File: src/rtl/axi4_lite_pkg.sv
// Shared constants for the dual-port core-to-AXI4-Lite bridge:
// response codes, protection encodings, FSM state encoding and port ids.
package axi4_lite_pkg;

    localparam logic [1:0] RESP_OKAY   = 2'b00;
    localparam logic [1:0] RESP_EXOKAY = 2'b01;
    localparam logic [1:0] RESP_SLVERR = 2'b10;
    localparam logic [1:0] RESP_DECERR = 2'b11;

    localparam logic [2:0] PROT_INSTR = 3'b100;
    localparam logic [2:0] PROT_DATA  = 3'b000;

    localparam logic [2:0] ST_IDLE    = 3'd0;
    localparam logic [2:0] ST_RD_ADDR = 3'd1;
    localparam logic [2:0] ST_RD_DATA = 3'd2;
    localparam logic [2:0] ST_WR_REQ  = 3'd3;
    localparam logic [2:0] ST_WR_RESP = 3'd4;
    localparam logic [2:0] ST_RESP    = 3'd5;

    localparam logic PORT_INSTR = 1'b0;
    localparam logic PORT_DATA  = 1'b1;

    // SLVERR and DECERR both have bit 1 set; OKAY/EXOKAY do not.
    function automatic logic resp_is_err(input logic [1:0] resp);
        return resp[1];
    endfunction

endpackage

File: src/rtl/axi4_lite_dual_master_if.sv
// AXI4-Lite bus between the bridge (master) and a slave.
// Valid/ready: a beat transfers on a rising edge where valid and ready are both
// high; the source holds valid and payload stable until then, ready is independent of valid.
interface axi4_lite_dual_master_if #(
    parameter int ADDR_WIDTH = 32,
    parameter int DATA_WIDTH = 32
);
    localparam int STRB_WIDTH = DATA_WIDTH / 8;

    logic                  AWvalid;
    logic                  AWready;
    logic [ADDR_WIDTH-1:0] AWaddr;
    logic [2:0]            AWprot;

    logic                  Wvalid;
    logic                  Wready;
    logic [DATA_WIDTH-1:0] Wdata;
    logic [STRB_WIDTH-1:0] Wstrb;

    logic                  Bvalid;
    logic                  Bready;
    logic [1:0]            Bresp;

    logic                  ARvalid;
    logic                  ARready;
    logic [ADDR_WIDTH-1:0] ARaddr;
    logic [2:0]            ARprot;

    logic                  Rvalid;
    logic                  Rready;
    logic [DATA_WIDTH-1:0] Rdata;
    logic [1:0]            Rresp;

    modport master (
        output AWvalid, AWaddr, AWprot, input AWready,
        output Wvalid, Wdata, Wstrb, input Wready,
        input Bvalid, Bresp, output Bready,
        output ARvalid, ARaddr, ARprot, input ARready,
        input Rvalid, Rdata, Rresp, output Rready
    );

    modport slave (
        input AWvalid, AWaddr, AWprot, output AWready,
        input Wvalid, Wdata, Wstrb, output Wready,
        output Bvalid, Bresp, input Bready,
        input ARvalid, ARaddr, ARprot, output ARready,
        output Rvalid, Rdata, Rresp, input Rready
    );

endinterface

File: src/rtl/rr_arbiter2.sv
// Two-input round-robin arbiter: combinational grant while enabled,
// pointer remembers the last granted input and flips priority on each grant.
module rr_arbiter2
    import axi4_lite_pkg::*;
(
    input  logic       clk,
    input  logic       reset,
    input  logic       en,
    input  logic [1:0] req,
    output logic [1:0] gnt
);

    // Bit index of req/gnt equals the port id.
    logic last;

    always_comb begin
        gnt = 2'b00;
        if (en) begin
            if (req[0] && req[1]) begin
                gnt = (last == PORT_DATA) ? 2'b01 : 2'b10;
            end else begin
                gnt = req;
            end
        end
    end

    always_ff @(posedge clk) begin
        if (!reset) begin
            last <= PORT_DATA;
        end else if (|gnt) begin
            last <= gnt[1];
        end
    end

endmodule

File: src/rtl/axi4_lite_dual_master.sv
// Bridges the core's instruction-fetch and data req/gnt/rvalid ports onto one
// AXI4-Lite master, one transaction at a time, arbitrated round-robin.
module axi4_lite_dual_master
    import axi4_lite_pkg::*;
#(
    parameter int DATA_WIDTH = 32,
    parameter int ADDR_WIDTH = 32
) (
    input  logic                    clk,
    input  logic                    reset,

    input  logic                    instr_req_i,
    input  logic [ADDR_WIDTH-1:0]   instr_addr_i,
    output logic                    instr_gnt_o,
    output logic                    instr_rvalid_o,
    output logic [DATA_WIDTH-1:0]   instr_rdata_o,
    output logic                    instr_err_o,

    input  logic                    data_req_i,
    input  logic                    data_we_i,
    input  logic [DATA_WIDTH/8-1:0] data_be_i,
    input  logic [ADDR_WIDTH-1:0]   data_addr_i,
    input  logic [DATA_WIDTH-1:0]   data_wdata_i,
    output logic                    data_gnt_o,
    output logic                    data_rvalid_o,
    output logic [DATA_WIDTH-1:0]   data_rdata_o,
    output logic                    data_err_o,

    axi4_lite_dual_master_if.master axi,

    output logic [2:0]              dbg_state
);

    localparam int STRB_WIDTH = DATA_WIDTH / 8;

    logic [2:0]            state;
    logic                  port;
    logic [ADDR_WIDTH-1:0] addr_q;
    logic [DATA_WIDTH-1:0] wdata_q;
    logic [STRB_WIDTH-1:0] strb_q;
    logic                  aw_done;
    logic                  w_done;
    logic [1:0]            gnt;

    // Grants are only offered in IDLE and never while reset is held.
    rr_arbiter2 u_arb (
        .clk   (clk),
        .reset (reset),
        .en    (reset && (state == ST_IDLE)),
        .req   ({data_req_i, instr_req_i}),
        .gnt   (gnt)
    );

    assign instr_gnt_o = gnt[PORT_INSTR];
    assign data_gnt_o  = gnt[PORT_DATA];

    always_ff @(posedge clk) begin
        if (!reset) begin
            state         <= ST_IDLE;
            port          <= PORT_INSTR;
            addr_q        <= '0;
            wdata_q       <= '0;
            strb_q        <= '0;
            aw_done       <= 1'b0;
            w_done        <= 1'b0;
            instr_rdata_o <= '0;
            instr_err_o   <= 1'b0;
            data_rdata_o  <= '0;
            data_err_o    <= 1'b0;
        end else begin
            case (state)
                ST_IDLE: begin
                    if (|gnt) begin
                        port    <= gnt[PORT_DATA];
                        aw_done <= 1'b0;
                        w_done  <= 1'b0;
                        if (gnt[PORT_DATA]) begin
                            addr_q  <= data_addr_i;
                            wdata_q <= data_wdata_i;
                            strb_q  <= data_be_i;
                            state   <= data_we_i ? ST_WR_REQ : ST_RD_ADDR;
                        end else begin
                            addr_q  <= instr_addr_i;
                            wdata_q <= '0;
                            strb_q  <= '0;
                            state   <= ST_RD_ADDR;
                        end
                    end
                end
                ST_RD_ADDR: begin
                    if (axi.ARready) begin
                        state <= ST_RD_DATA;
                    end
                end
                ST_RD_DATA: begin
                    if (axi.Rvalid) begin
                        if (port == PORT_DATA) begin
                            data_rdata_o <= axi.Rdata;
                            data_err_o   <= resp_is_err(axi.Rresp);
                        end else begin
                            instr_rdata_o <= axi.Rdata;
                            instr_err_o   <= resp_is_err(axi.Rresp);
                        end
                        state <= ST_RESP;
                    end
                end
                ST_WR_REQ: begin
                    // AW and W complete independently; leave once both have.
                    if (axi.AWready) aw_done <= 1'b1;
                    if (axi.Wready)  w_done  <= 1'b1;
                    if ((aw_done || axi.AWready) && (w_done || axi.Wready)) begin
                        state <= ST_WR_RESP;
                    end
                end
                ST_WR_RESP: begin
                    if (axi.Bvalid) begin
                        data_rdata_o <= '0;
                        data_err_o   <= resp_is_err(axi.Bresp);
                        state        <= ST_RESP;
                    end
                end
                ST_RESP: begin
                    state <= ST_IDLE;
                end
                default: begin
                    state <= ST_IDLE;
                end
            endcase
        end
    end

    assign axi.ARvalid = (state == ST_RD_ADDR);
    assign axi.ARaddr  = addr_q;
    assign axi.ARprot  = (port == PORT_INSTR) ? PROT_INSTR : PROT_DATA;
    assign axi.Rready  = (state == ST_RD_DATA);

    assign axi.AWvalid = (state == ST_WR_REQ) && !aw_done;
    assign axi.AWaddr  = addr_q;
    assign axi.AWprot  = PROT_DATA;
    assign axi.Wvalid  = (state == ST_WR_REQ) && !w_done;
    assign axi.Wdata   = wdata_q;
    assign axi.Wstrb   = strb_q;
    assign axi.Bready  = (state == ST_WR_RESP);

    assign instr_rvalid_o = (state == ST_RESP) && (port == PORT_INSTR);
    assign data_rvalid_o  = (state == ST_RESP) && (port == PORT_DATA);

    assign dbg_state = state;

endmodule

File: src/flat_wrapper.sv
// flat-port wrapper written by rule: the top's interface ports become plain ports
module axi4_lite_dual_master_flat import axi4_lite_pkg::*;
#(
    parameter int DATA_WIDTH = 32,
    parameter int ADDR_WIDTH = 32
)
  (clk, reset, instr_req_i, instr_addr_i, instr_gnt_o, instr_rvalid_o, instr_rdata_o, instr_err_o, data_req_i, data_we_i, data_be_i, data_addr_i, data_wdata_i, data_gnt_o, data_rvalid_o, data_rdata_o, data_err_o, dbg_state, axi_AWvalid, axi_AWaddr, axi_AWprot, axi_AWready, axi_Wvalid, axi_Wdata, axi_Wstrb, axi_Wready, axi_Bvalid, axi_Bresp, axi_Bready, axi_ARvalid, axi_ARaddr, axi_ARprot, axi_ARready, axi_Rvalid, axi_Rdata, axi_Rresp, axi_Rready);
  axi4_lite_dual_master_if #(.ADDR_WIDTH(ADDR_WIDTH), .DATA_WIDTH(DATA_WIDTH)) axi_i ();
  input  logic clk;
  input  logic reset;
  input  logic instr_req_i;
  input  logic [ADDR_WIDTH-1:0] instr_addr_i;
  output logic instr_gnt_o;
  output logic instr_rvalid_o;
  output logic [DATA_WIDTH-1:0] instr_rdata_o;
  output logic instr_err_o;
  input  logic data_req_i;
  input  logic data_we_i;
  input  logic [DATA_WIDTH/8-1:0] data_be_i;
  input  logic [ADDR_WIDTH-1:0] data_addr_i;
  input  logic [DATA_WIDTH-1:0] data_wdata_i;
  output logic data_gnt_o;
  output logic data_rvalid_o;
  output logic [DATA_WIDTH-1:0] data_rdata_o;
  output logic data_err_o;
  output logic [2:0] dbg_state;
  output wire logic [$bits(axi_i.AWvalid)-1:0] axi_AWvalid;
  output wire logic [$bits(axi_i.AWaddr)-1:0] axi_AWaddr;
  output wire logic [$bits(axi_i.AWprot)-1:0] axi_AWprot;
  input wire logic [$bits(axi_i.AWready)-1:0] axi_AWready;
  output wire logic [$bits(axi_i.Wvalid)-1:0] axi_Wvalid;
  output wire logic [$bits(axi_i.Wdata)-1:0] axi_Wdata;
  output wire logic [$bits(axi_i.Wstrb)-1:0] axi_Wstrb;
  input wire logic [$bits(axi_i.Wready)-1:0] axi_Wready;
  input wire logic [$bits(axi_i.Bvalid)-1:0] axi_Bvalid;
  input wire logic [$bits(axi_i.Bresp)-1:0] axi_Bresp;
  output wire logic [$bits(axi_i.Bready)-1:0] axi_Bready;
  output wire logic [$bits(axi_i.ARvalid)-1:0] axi_ARvalid;
  output wire logic [$bits(axi_i.ARaddr)-1:0] axi_ARaddr;
  output wire logic [$bits(axi_i.ARprot)-1:0] axi_ARprot;
  input wire logic [$bits(axi_i.ARready)-1:0] axi_ARready;
  input wire logic [$bits(axi_i.Rvalid)-1:0] axi_Rvalid;
  input wire logic [$bits(axi_i.Rdata)-1:0] axi_Rdata;
  input wire logic [$bits(axi_i.Rresp)-1:0] axi_Rresp;
  output wire logic [$bits(axi_i.Rready)-1:0] axi_Rready;
  assign axi_AWvalid = axi_i.AWvalid;
  assign axi_AWaddr = axi_i.AWaddr;
  assign axi_AWprot = axi_i.AWprot;
  assign axi_i.AWready = axi_AWready;
  assign axi_Wvalid = axi_i.Wvalid;
  assign axi_Wdata = axi_i.Wdata;
  assign axi_Wstrb = axi_i.Wstrb;
  assign axi_i.Wready = axi_Wready;
  assign axi_i.Bvalid = axi_Bvalid;
  assign axi_i.Bresp = axi_Bresp;
  assign axi_Bready = axi_i.Bready;
  assign axi_ARvalid = axi_i.ARvalid;
  assign axi_ARaddr = axi_i.ARaddr;
  assign axi_ARprot = axi_i.ARprot;
  assign axi_i.ARready = axi_ARready;
  assign axi_i.Rvalid = axi_Rvalid;
  assign axi_i.Rdata = axi_Rdata;
  assign axi_i.Rresp = axi_Rresp;
  assign axi_Rready = axi_i.Rready;
  axi4_lite_dual_master #(.DATA_WIDTH(DATA_WIDTH), .ADDR_WIDTH(ADDR_WIDTH)) u_core (.clk(clk), .reset(reset), .instr_req_i(instr_req_i), .instr_addr_i(instr_addr_i), .instr_gnt_o(instr_gnt_o), .instr_rvalid_o(instr_rvalid_o), .instr_rdata_o(instr_rdata_o), .instr_err_o(instr_err_o), .data_req_i(data_req_i), .data_we_i(data_we_i), .data_be_i(data_be_i), .data_addr_i(data_addr_i), .data_wdata_i(data_wdata_i), .data_gnt_o(data_gnt_o), .data_rvalid_o(data_rvalid_o), .data_rdata_o(data_rdata_o), .data_err_o(data_err_o), .axi(axi_i), .dbg_state(dbg_state));
endmodule
File: config.mk
export PLATFORM = sky130hd
export DESIGN_NAME = axi4_lite_dual_master_flat
export DESIGN_NICKNAME = d
export VERILOG_FILES = /design/src/rtl/axi4_lite_pkg.sv /design/src/rtl/axi4_lite_dual_master_if.sv /design/src/rtl/rr_arbiter2.sv /design/src/rtl/axi4_lite_dual_master.sv /design/src/flat_wrapper.sv
export SDC_FILE = /design/constraint.sdc
export NUM_CORES = 1
export LEC_CHECK = 0
export BUFFER_PORTS_ARGS = -buffer_cell sky130_fd_sc_hd__buf_2
export CAP_MARGIN = 20
export CELL_PAD_IN_SITES_DETAIL_PLACEMENT = 0
export CELL_PAD_IN_SITES_GLOBAL_PLACEMENT = 1
export CORE_MARGIN = 4
export CORE_UTILIZATION = 33
export DETAILED_ROUTE_END_ITERATION = 6
export PLACE_DENSITY_LB_ADDON = 0.3
export REMOVE_ABC_BUFFERS = 1
export SLEW_MARGIN = 20
export SYNTH_ARGS = -nofsm -noshare
export SYNTH_HDL_FRONTEND = slang
export SYNTH_HIERARCHICAL = 1
export SYNTH_SLANG_ARGS = --single-unit
File: constraint.sdc
create_clock -name clk -period 3.3 [get_ports clk]
set_input_delay 0.165 -clock clk [delete_from_list [all_inputs] [get_ports clk]]
set_output_delay 0.165 -clock clk [all_outputs]
set_load 0.05 [all_outputs]
==> flow_metrics.env, run 1 <==
export IMPL_status="completed"
export IMPL_clkLatencyLatePin_ps=420
export IMPL_wirelength_um=19100
export IMPL_hold_path_class="primary input to register"
export IMPL_fp_dieH_um=141
export IMPL_synth_top_family_by_area="simple AND/OR/NAND/NOR gates"
export IMPL_clkTransAtPathRegs_ps=60
export IMPL_power_density_nw_per_um2=745
export IMPL_intPower_mw=3.72
export IMPL_cts_buffers=17
export IMPL_fmax_mhz=350
export IMPL_htreeDepth=4
export IMPL_ys_seq_area_frac=0.482
export IMPL_core_um2=17400
export IMPL_switching_share=0.425
export IMPL_crit_arrival_ps=2690
export IMPL_die_w_um=141
export IMPL_total_switching_power_mw=2.74
export IMPL_hold_viol=0
export IMPL_antenna_found_initial=1
export IMPL_drtIter0Drc=280
export IMPL_drv_cap=0
export IMPL_leakagePower_nw=3.94
export IMPL_pin_count=330
export IMPL_synth_common_cells="dfxtp_1, nand2_1, nor2_1"
export IMPL_start_kind="register"
export IMPL_setup_viol=0
export IMPL_rsz0062_at_grt="false"
export IMPL_ant_nets=0
export IMPL_synth_largest_area_cell="dfxtp_1"
export IMPL_drc=0
export IMPL_p_clk_frac=0.306
export IMPL_routedWlPerCell_um=15.6
export IMPL_final_net_count=1133
export IMPL_grt_max_degree=65
export IMPL_yosysMostFrequentCell="dfxtp_1"
export IMPL_totalNegativeSetupSlack_ps=0
export IMPL_cts_tree="done"
export IMPL_synth_edff_count=0
export IMPL_dp_hpwl_um=13100
export IMPL_track_usage=0.186
export IMPL_grt_pass1_vias=5598
export IMPL_period_minus_slack_ps=2850
export IMPL_totalPowerFinal_mw=6.46
export IMPL_setup_ws_ps=445
export IMPL_power_frac_seq=0.322
export IMPL_finalMaxSlewViolations=0
export IMPL_clock_path_buffers=2
export IMPL_yosys_area_top_type_share=0.482
export IMPL_syn_area_um2=5850
export IMPL_finalCritPeriodShare=0.865
export IMPL_port_buffers=322
export IMPL_avgSynthCellArea_um2=8.92
export IMPL_areaGrowthSynthToFinish_pct=48.0
export IMPL_ys_types=44
export IMPL_cp_required_ps=3130
export IMPL_synth_warning_count=6
export IMPL_ctsRootBufferMaster="clkbuf_16"
export IMPL_clock_skew_ps=8.88
export IMPL_dieArea_um2=19900
export IMPL_vias=5691
export IMPL_grt_pass1_wl_um=29700
export IMPL_slew_headroom=0.352
export IMPL_synth_compound_gate_area_share=0.185
export IMPL_pwr_share_comb=0.372
export IMPL_dp_slack_ps=684
export IMPL_overflow=0
export IMPL_start_util=0.337
export IMPL_peakVddDrop_mv=0.510
export IMPL_dr_pass1_iters=4
export IMPL_synthFlopType="dfxtp_1"
export IMPL_stdcell_area_um2=8670
export IMPL_synth_area_mux_share=0.0547
export IMPL_worst_pin_slew_ps=970
export IMPL_synth_cells=656
export IMPL_place_congestion=0.733
export IMPL_antennaDiodeCount=0
export IMPL_final_layout_size_suffix_gt1_frac=0.375
export IMPL_worst_setup_path_end_kind="primary output"
export IMPL_reg2reg_depth=9
export IMPL_dpl_cell_area_um2=7390
export IMPL_whs_path_depth=3
export IMPL_synth_adder_area_share=0
export IMPL_synthArstFlopShare=0
export IMPL_clock_sinks=141
export IMPL_ys_top_cells_by_area="dfxtp_1, mux2i_1, a21boi_1, a22oi_1, buf_4"
export IMPL_synthSimpleGateAreaFrac=0.186
export IMPL_num_rows=48
export IMPL_crit_type="register to primary output"
export IMPL_viasPerCell=4.65
export IMPL_synth_seq_cells=141
export IMPL_worstPathMaxFanout=33
export IMPL_synth_xor_area_share=0
==> worst paths after layout <==
kind | from | to | slack (ps)
setup / recovery | u_core/dbg_state[2] | data_gnt_o | 450
setup reg to reg | u_core/dbg_state[2] | u_core/axi.ARaddr[5] | 700
hold / removal | axi_Rdata[29] | u_core/data_rdata_o[29] | 20
hold reg to reg | u_core/instr_rdata_o[30] | u_core/instr_rdata_o[30] | 450
==> cell usage in the layout (no fill, tap or decap), types with 4 or more instances in the layout <==
cell / n
conb_1: 5
nand2b_1: 32
dfxtp_1: 141
clkinv_4: 4
a21oi_1: 26
mux2i_1: 32
a22oi_1: 38
dlygate4sd3_1: 66
nor2_1: 69
nor2b_1: 5
inv_6: 4
buf_4: 11
a21boi_1: 42
nand3_1: 32
clkbuf_16: 17
buf_2: 322
nand2_1: 74
a211oi_1: 31
==> power by group through the flow <==
stage	combinational, mW	sequential, mW	clock (mW)
after CTS	2.43	2.08	2.03
after global placement	2.35	2.12	0
after detailed placement	2.37	2.11	0
after global routing	2.55	2.11	2.11
final	2.40	2.08	1.97
after floorplan	0.688	3.16	0
==> critical path, cell delays in order, from the launching register on <==
cell and delay (ps):
dfxtp_1 460, nor3_2 420, and2_1 220, nand2_1 110
a21oi_4 170, buf_4 490, buf_2 370
==> cell families (layout without fill, tap and decap cells) <==
kind of cell           after synthesis  in the layout
and+or+nand+nor                    231            231
AOI/OAI and AO/OA                  154            154
DFF                                141            141
buffers and inverters               97            437
muxes                               32             32
other                                1              5
==> registers in the layout, summed over array words and instances, names as in the netlist <==
signal                cells
u_core/axi.Wstrb          4
u_core/port               1
u_core/instr_rdata_o     32
u_core/instr_err_o        1
u_core/axi.Wdata         32
u_core/dbg_state          3
u_core/w_done             1
u_core/data_rdata_o      32
u_core/data_err_o         1
u_core/aw_done            1
u_core/axi.ARaddr        32
u_core/u_arb/last         1
==> metrics by stage <==
step,std cells,hold slack (ps),utilization
4_1_cts,1225,0.240,0.499
2_1_floorplan,568,271,-
5_1_grt,1225,9.60,0.499
3_5_place_dp,1127,424,0.426
3_3_place_gp,1127,411,0.426
6_report,1225,21.2,0.499
==> final cells by class <==
class,instances,area (um2)
sequential,141,2820
timing repair buffer,400,2370
multi-input combinational,422,2550
fill,1676,8690
clock buffer,20,467
inverter,5,18.8
tap,225,282
clock inverter,12,149
==> per-layer routing <==
metal  vias up  wire [um]  global-route usage
li1       2879          -                   -
met2       225       9440               0.322
met3        20       1750              0.0611
met4         2        244              0.0535
met5         -         13                   0
met1      2565       7660               0.220
==> timing repair <==
| item | CTS | global route |
|---|---|---|
| buffers inserted | 0 | 0 |
| gates resized for setup | 0 | 0 |
| endpoints found under the setup margin | 0 | 0 |
| hold buffers | 66 | 0 |
| hold endpoints to repair | 82 | 0 |
No activity file was read; power rests on OpenSTA's default activity.
==> inputs of run 2 (changes only) <==
- PLACE_DENSITY_LB_ADDON: 0.3 -> 0.1
==> run 2 against run 1 <==
Net effect: clock skew is 3.0 ps higher; setup slack better by 120 ps; combinational power hardly changed; critical path depth stayed put; largest power group unchanged.
==> flow_metrics.env, run 2 (synthesized netlist as in run 1, its figures left out) <==
export IMPL_worstPathMaxFanout=29
export IMPL_fp_dieH_um=141
export IMPL_dp_hpwl_um=13700
export IMPL_stdcell_count=1207
export IMPL_antenna_found_initial=1
export IMPL_power_density_nw_per_um2=746
export IMPL_postCtsSetupRepairBufs=0
export IMPL_overflow=0
export IMPL_hold_viol=0
export IMPL_pin_count=330
export IMPL_p_clk_frac=0.287
export IMPL_cts_buffers=17
export IMPL_final_layout_size_suffix_gt1_frac=0.378
export IMPL_rsz0062_at_grt="false"
export IMPL_ant_nets=0
export IMPL_start_util=0.337
export IMPL_pwr_share_comb=0.383
export IMPL_cts_resized=0
export IMPL_total_switching_power_mw=2.69
export IMPL_routedWlPerCell_um=15.9
export IMPL_wirelength_um=19200
export IMPL_hold_path_class="primary input to register"
export IMPL_final_common_cell="buf_2"
export IMPL_crit_arrival_ps=2570
export IMPL_worst_setup_path_end_kind="primary output"
export IMPL_viasPerCell=4.76
export IMPL_switching_share=0.426
export IMPL_drtIter0Drc=263
export IMPL_final_net_count=1116
export IMPL_clock_skew_ps=11.9
export IMPL_worst_pin_slew_ps=739
export IMPL_setup_viol=0
export IMPL_htreeDepth=4
export IMPL_drv_cap=0
export IMPL_port_buffers=322
export IMPL_grt_pass1_wl_um=30100
export IMPL_dpl_cell_count=1126
export IMPL_peakVddDrop_mv=0.504
export IMPL_track_usage=0.188
export IMPL_fmax_mhz=365
export IMPL_die_w_um=141
export IMPL_drc=0
export IMPL_finalMaxSlewViolations=0
export IMPL_finalCritPeriodShare=0.829
export IMPL_cts_tree="done"
export IMPL_areaGrowthSynthToFinish_pct=44.3
export IMPL_clkLatencyLatePin_ps=410
export IMPL_power_frac_seq=0.331
export IMPL_cp_required_ps=3130
export IMPL_ctsRootBufferMaster="clkbuf_16"
export IMPL_num_rows=48
export IMPL_place_congestion=0.785
export IMPL_status="completed"
export IMPL_hold_ws_ps=17.8
export IMPL_core_um2=17400
export IMPL_start_kind="register"
export IMPL_dieArea_um2=19900
export IMPL_grt_pass1_vias=5854
export IMPL_clock_sinks=141
export IMPL_hold_buffers=50
export IMPL_clock_path_buffers=2
export IMPL_grt_max_degree=67
export IMPL_vias=5747
export IMPL_clkTransAtPathRegs_ps=60
export IMPL_slew_headroom=0.507
export IMPL_leakagePower_nw=3.84
export IMPL_final_cell_mix="buf_2, dfxtp_1, nand2_1"
export IMPL_crit_type="register to primary output"
export IMPL_dr_pass1_iters=7
export IMPL_intPower_mw=3.62
export IMPL_period_minus_slack_ps=2740
run 2: through the flow:
step	cell area, um2	TNS (ps)	worst slack, ps	util	power, mW
global placement	7390	0	778	0.426	4.48
global route	8450	0	405	0.487	6.61
CTS	8450	0	520	0.487	6.38
finish	8450	0	564	0.487	6.30
detailed placement	7390	0	677	0.426	4.51
floorplan	5350	-260010	-3920	-	3.85
run 2: worst max-delay path: stages (launching register included):
cell and delay [ps]:
dfxtp_1 480, nor3_2 420, and2_1 230, nand2_1 110
a21oi_4 330, buf_12 270, buf_2 300
run 2: layer usage:
metal / GRT usage / up-vias / wire length [um] / share of wire
li1: - / 2835 / - / -
met1: 0.219 / 2658 / 7570 / 0.39
met2: 0.334 / 234 / 9700 / 0.51
met3: 0.0495 / 20 / 1530 / 0.080
met4: 0.0663 / 0 / 369 / 0.019
met5: 0 / - / 0 / 0
run 2: power groups by stage:
stage,clock network [mW],registers (mW),logic (mW)
detailed placement,0,2.12,2.39
global route,1.93,2.12,2.56
finish,1.81,2.08,2.41
CTS,1.86,2.09,2.43
floorplan,0,3.16,0.688
global placement,0,2.12,2.37
run 2: path summary, 6_finish.rpt:
check | from | end | slack [ps] | depth (start not counted)
max | u_core/dbg_state[0] | data_gnt_o | 560 | 6
min | data_wdata_i[0] | u_core/axi.Wdata[0] | 20 | 3
max reg2reg | u_core/dbg_state[0] | u_core/axi.ARaddr[8] | 700 | 9
min reg2reg | u_core/instr_rdata_o[17] | u_core/instr_rdata_o[17] | 450 | 2
run 2: cell type report:
cell class | instances | area, um2
timing repair buffer | 383 | 2220
inverter | 5 | 18.8
antenna | 1 | 2.50
clock buffer | 18 | 429
fill | 1709 | 8910
sequential | 141 | 2820
multi-input combinational | 422 | 2550
clock inverter | 12 | 123
tap | 225 | 282
==> inputs of run 3 (changes only) <==
- ABC_AREA: unset -> 1
- CORE_UTILIZATION: 33 -> 27
- clock period: 3.3 -> 2.2 ns (I/O delays scaled with it)
==> run 3 against run 2 <==
Net effect: sequential power up 72%; core utilization down 7.6 points; sequential share of layout area shrank 2.3 points.
==> flow_metrics.env, run 3 <==
export IMPL_ys_top_cells_by_area="dfxtp_1, nand2_1, nor2_1, o21ai_0, a21oi_1"
export IMPL_stdcell_area_um2=9080
export IMPL_ys_seq_area_frac=0.459
export IMPL_place_congestion=0.741
export IMPL_rsz0062_at_grt="false"
export IMPL_total_switching_power_mw=6.32
export IMPL_clock_path_buffers=2
export IMPL_fill_cells=2382
export IMPL_synth_common_cells="nand2_1, nor2_1, dfxtp_1"
export IMPL_syn_area_um2=6150
export IMPL_synthFlopType="dfxtp_1"
export IMPL_avgSynthCellArea_um2=6.88
export IMPL_worstPathMaxFanout=103
export IMPL_crit_type="register to register"
export IMPL_clkLatencyLatePin_ps=420
export IMPL_grt_pass1_vias=6604
export IMPL_fmax_mhz=485
export IMPL_dr_pass1_iters=4
export IMPL_htreeDepth=4
export IMPL_dpl_cell_area_um2=7780
export IMPL_p_clk_frac=0.228
export IMPL_finalMaxSlewViolations=0
export IMPL_period_minus_slack_ps=2060
export IMPL_port_buffers=322
export IMPL_power_frac_seq=0.283
export IMPL_cts_buffers=17
export IMPL_clock_sinks=141
export IMPL_ys_types=25
export IMPL_start_kind="register"
export IMPL_synth_seq_cells=141
export IMPL_setup_viol=0
export IMPL_final_cell_mix="buf_2, nand2_1, nor2_1"
export IMPL_finalCritPeriodShare=0.937
export IMPL_worst_setup_path_end_kind="register"
export IMPL_areaGrowthSynthToFinish_pct=47.6
export IMPL_die_w_um=159
export IMPL_worst_pin_slew_ps=732
export IMPL_routedWlPerCell_um=14.6
export IMPL_power_density_nw_per_um2=1390
export IMPL_crit_arrival_ps=2360
export IMPL_dieArea_um2=25300
export IMPL_cp_required_ps=2500
export IMPL_fp_dieH_um=159
export IMPL_track_usage=0.173
export IMPL_synth_edff_count=0
export IMPL_final_layout_size_suffix_gt1_frac=0.306
export IMPL_totalNegativeSetupSlack_ps=0
export IMPL_leakagePower_nw=4.66
export IMPL_hold_path_class="primary input to register"
export IMPL_synth_cells=894
export IMPL_antennaDiodeCount=0
export IMPL_synthArstFlopShare=0
export IMPL_drc=0
export IMPL_ant_nets=0
export IMPL_ctsRootBufferMaster="clkbuf_16"
export IMPL_vias=6544
export IMPL_pwr_share_comb=0.489
export IMPL_num_rows=54
export IMPL_grt_pass1_wl_um=35700
export IMPL_dp_hpwl_um=15100
export IMPL_pin_count=330
export IMPL_final_common_cell="buf_2"
export IMPL_hold_ws_ps=68.2
export IMPL_clock_skew_ps=8.76
export IMPL_switching_share=0.500
export IMPL_peakVddDrop_mv=0.642
export IMPL_yosysMostFrequentCell="nand2_1"
export IMPL_cts_tree="done"
export IMPL_drv_cap=0
export IMPL_start_util=0.279
export IMPL_wirelength_um=22300
export IMPL_core_um2=22100
export IMPL_overflow=0
export IMPL_synth_largest_area_cell="dfxtp_1"
export IMPL_final_net_count=1381
export IMPL_slew_headroom=0.512
export IMPL_drtIter0Drc=350
export IMPL_hold_viol=0
export IMPL_clkTransAtPathRegs_ps=60
export IMPL_synth_warning_count=6
export IMPL_viasPerCell=4.28
export IMPL_intPower_mw=6.31
export IMPL_grt_max_degree=104
export IMPL_postCtsSetupRepairBufs=0
export IMPL_antenna_found_initial=1
export IMPL_yosys_area_top_type_share=0.459
export IMPL_status="completed"
-- run 3: final cells by class --
| type | instances | area [um2] | area share |
|---|---|---|---|
| sequential | 141 | 2820 | 0.311 |
| multi-input combinational | 579 | 2500 | 0.275 |
| timing repair buffer | 410 | 2500 | 0.275 |
| clock buffer | 19 | 443 | 0.0488 |
| tap | 280 | 350 | 0.0386 |
| inverter | 86 | 323 | 0.0355 |
| clock inverter | 13 | 140 | 0.0154 |
-- run 3: layer usage --
layer / GRT usage / share of wire / wire length, um
met5: 0 / 0.00054 / 12
met4: 0.0379 / 0.0093 / 208
met2: 0.295 / 0.49 / 10800
met3: 0.0629 / 0.072 / 1620
met1: 0.211 / 0.43 / 9650
-- run 3: cell families (layout without fill, tap and decap cells) --
group,after synthesis,after routing,share of synthesized area
AOI/OAI and AO/OA,173,173,0.141
buffers and inverters,178,528,0.139
DFF,141,141,0.459
other,1,5,0.000609
and+or+nand+nor,401,401,0.260
-- run 3: metrics by stage --
| stage | setup slack (ps) | instances | power (mW) | utilization |
|---|---|---|---|---|
| after floorplan | -1970 | 806 | 7.98 | - |
| after global placement | 253 | 1425 | 9.74 | 0.352 |
| after detailed placement | 166 | 1425 | 9.76 | 0.352 |
| after CTS | 123 | 1528 | 12.8 | 0.411 |
| after global routing | 6.74 | 1528 | 13.4 | 0.411 |
| final | 138 | 1528 | 12.6 | 0.411 |
-- run 3: path summary, 6_finish.rpt --
check	start	to	slack [ps]	cells past startpoint
max reg2reg	u_core/dbg_state[2]	u_core/axi.ARaddr[29]	140	10
min reg2reg	u_core/axi.ARaddr[28]	u_core/axi.ARaddr[28]	460	2
min	axi_AWready	u_core/aw_done	70	5
max	u_core/dbg_state[2]	u_core/axi.ARaddr[29]	140	10
-- run 3: repair_timing --
item / CTS / global route
endpoints found under the setup margin: 0 / 9
resized for setup: 0 / 5
endpoints found under the hold margin: 70 / 0
hold buffers: 71 / 0
-- run 3: worst max-delay path, cell delays in order (launching register included) --
cell and delay, ps:
dfxtp_1 320, inv_2 110, nand2_1 110, nor2_1 140
nand2_1 90, a21oi_1 180, nor2_1 80, or2_2 320
buf_12 210, o21ai_0 240, a21oi_1 50
-- run 3: power by group through the flow --
stage	registers (mW)	clock network (mW)	logic, mW
after floorplan	6.43	0	1.55
after global placement	3.62	0	6.12
after detailed placement	3.64	0	6.13
after CTS	3.59	3.00	6.24
after global routing	3.67	3.11	6.61
final	3.58	2.89	6.18
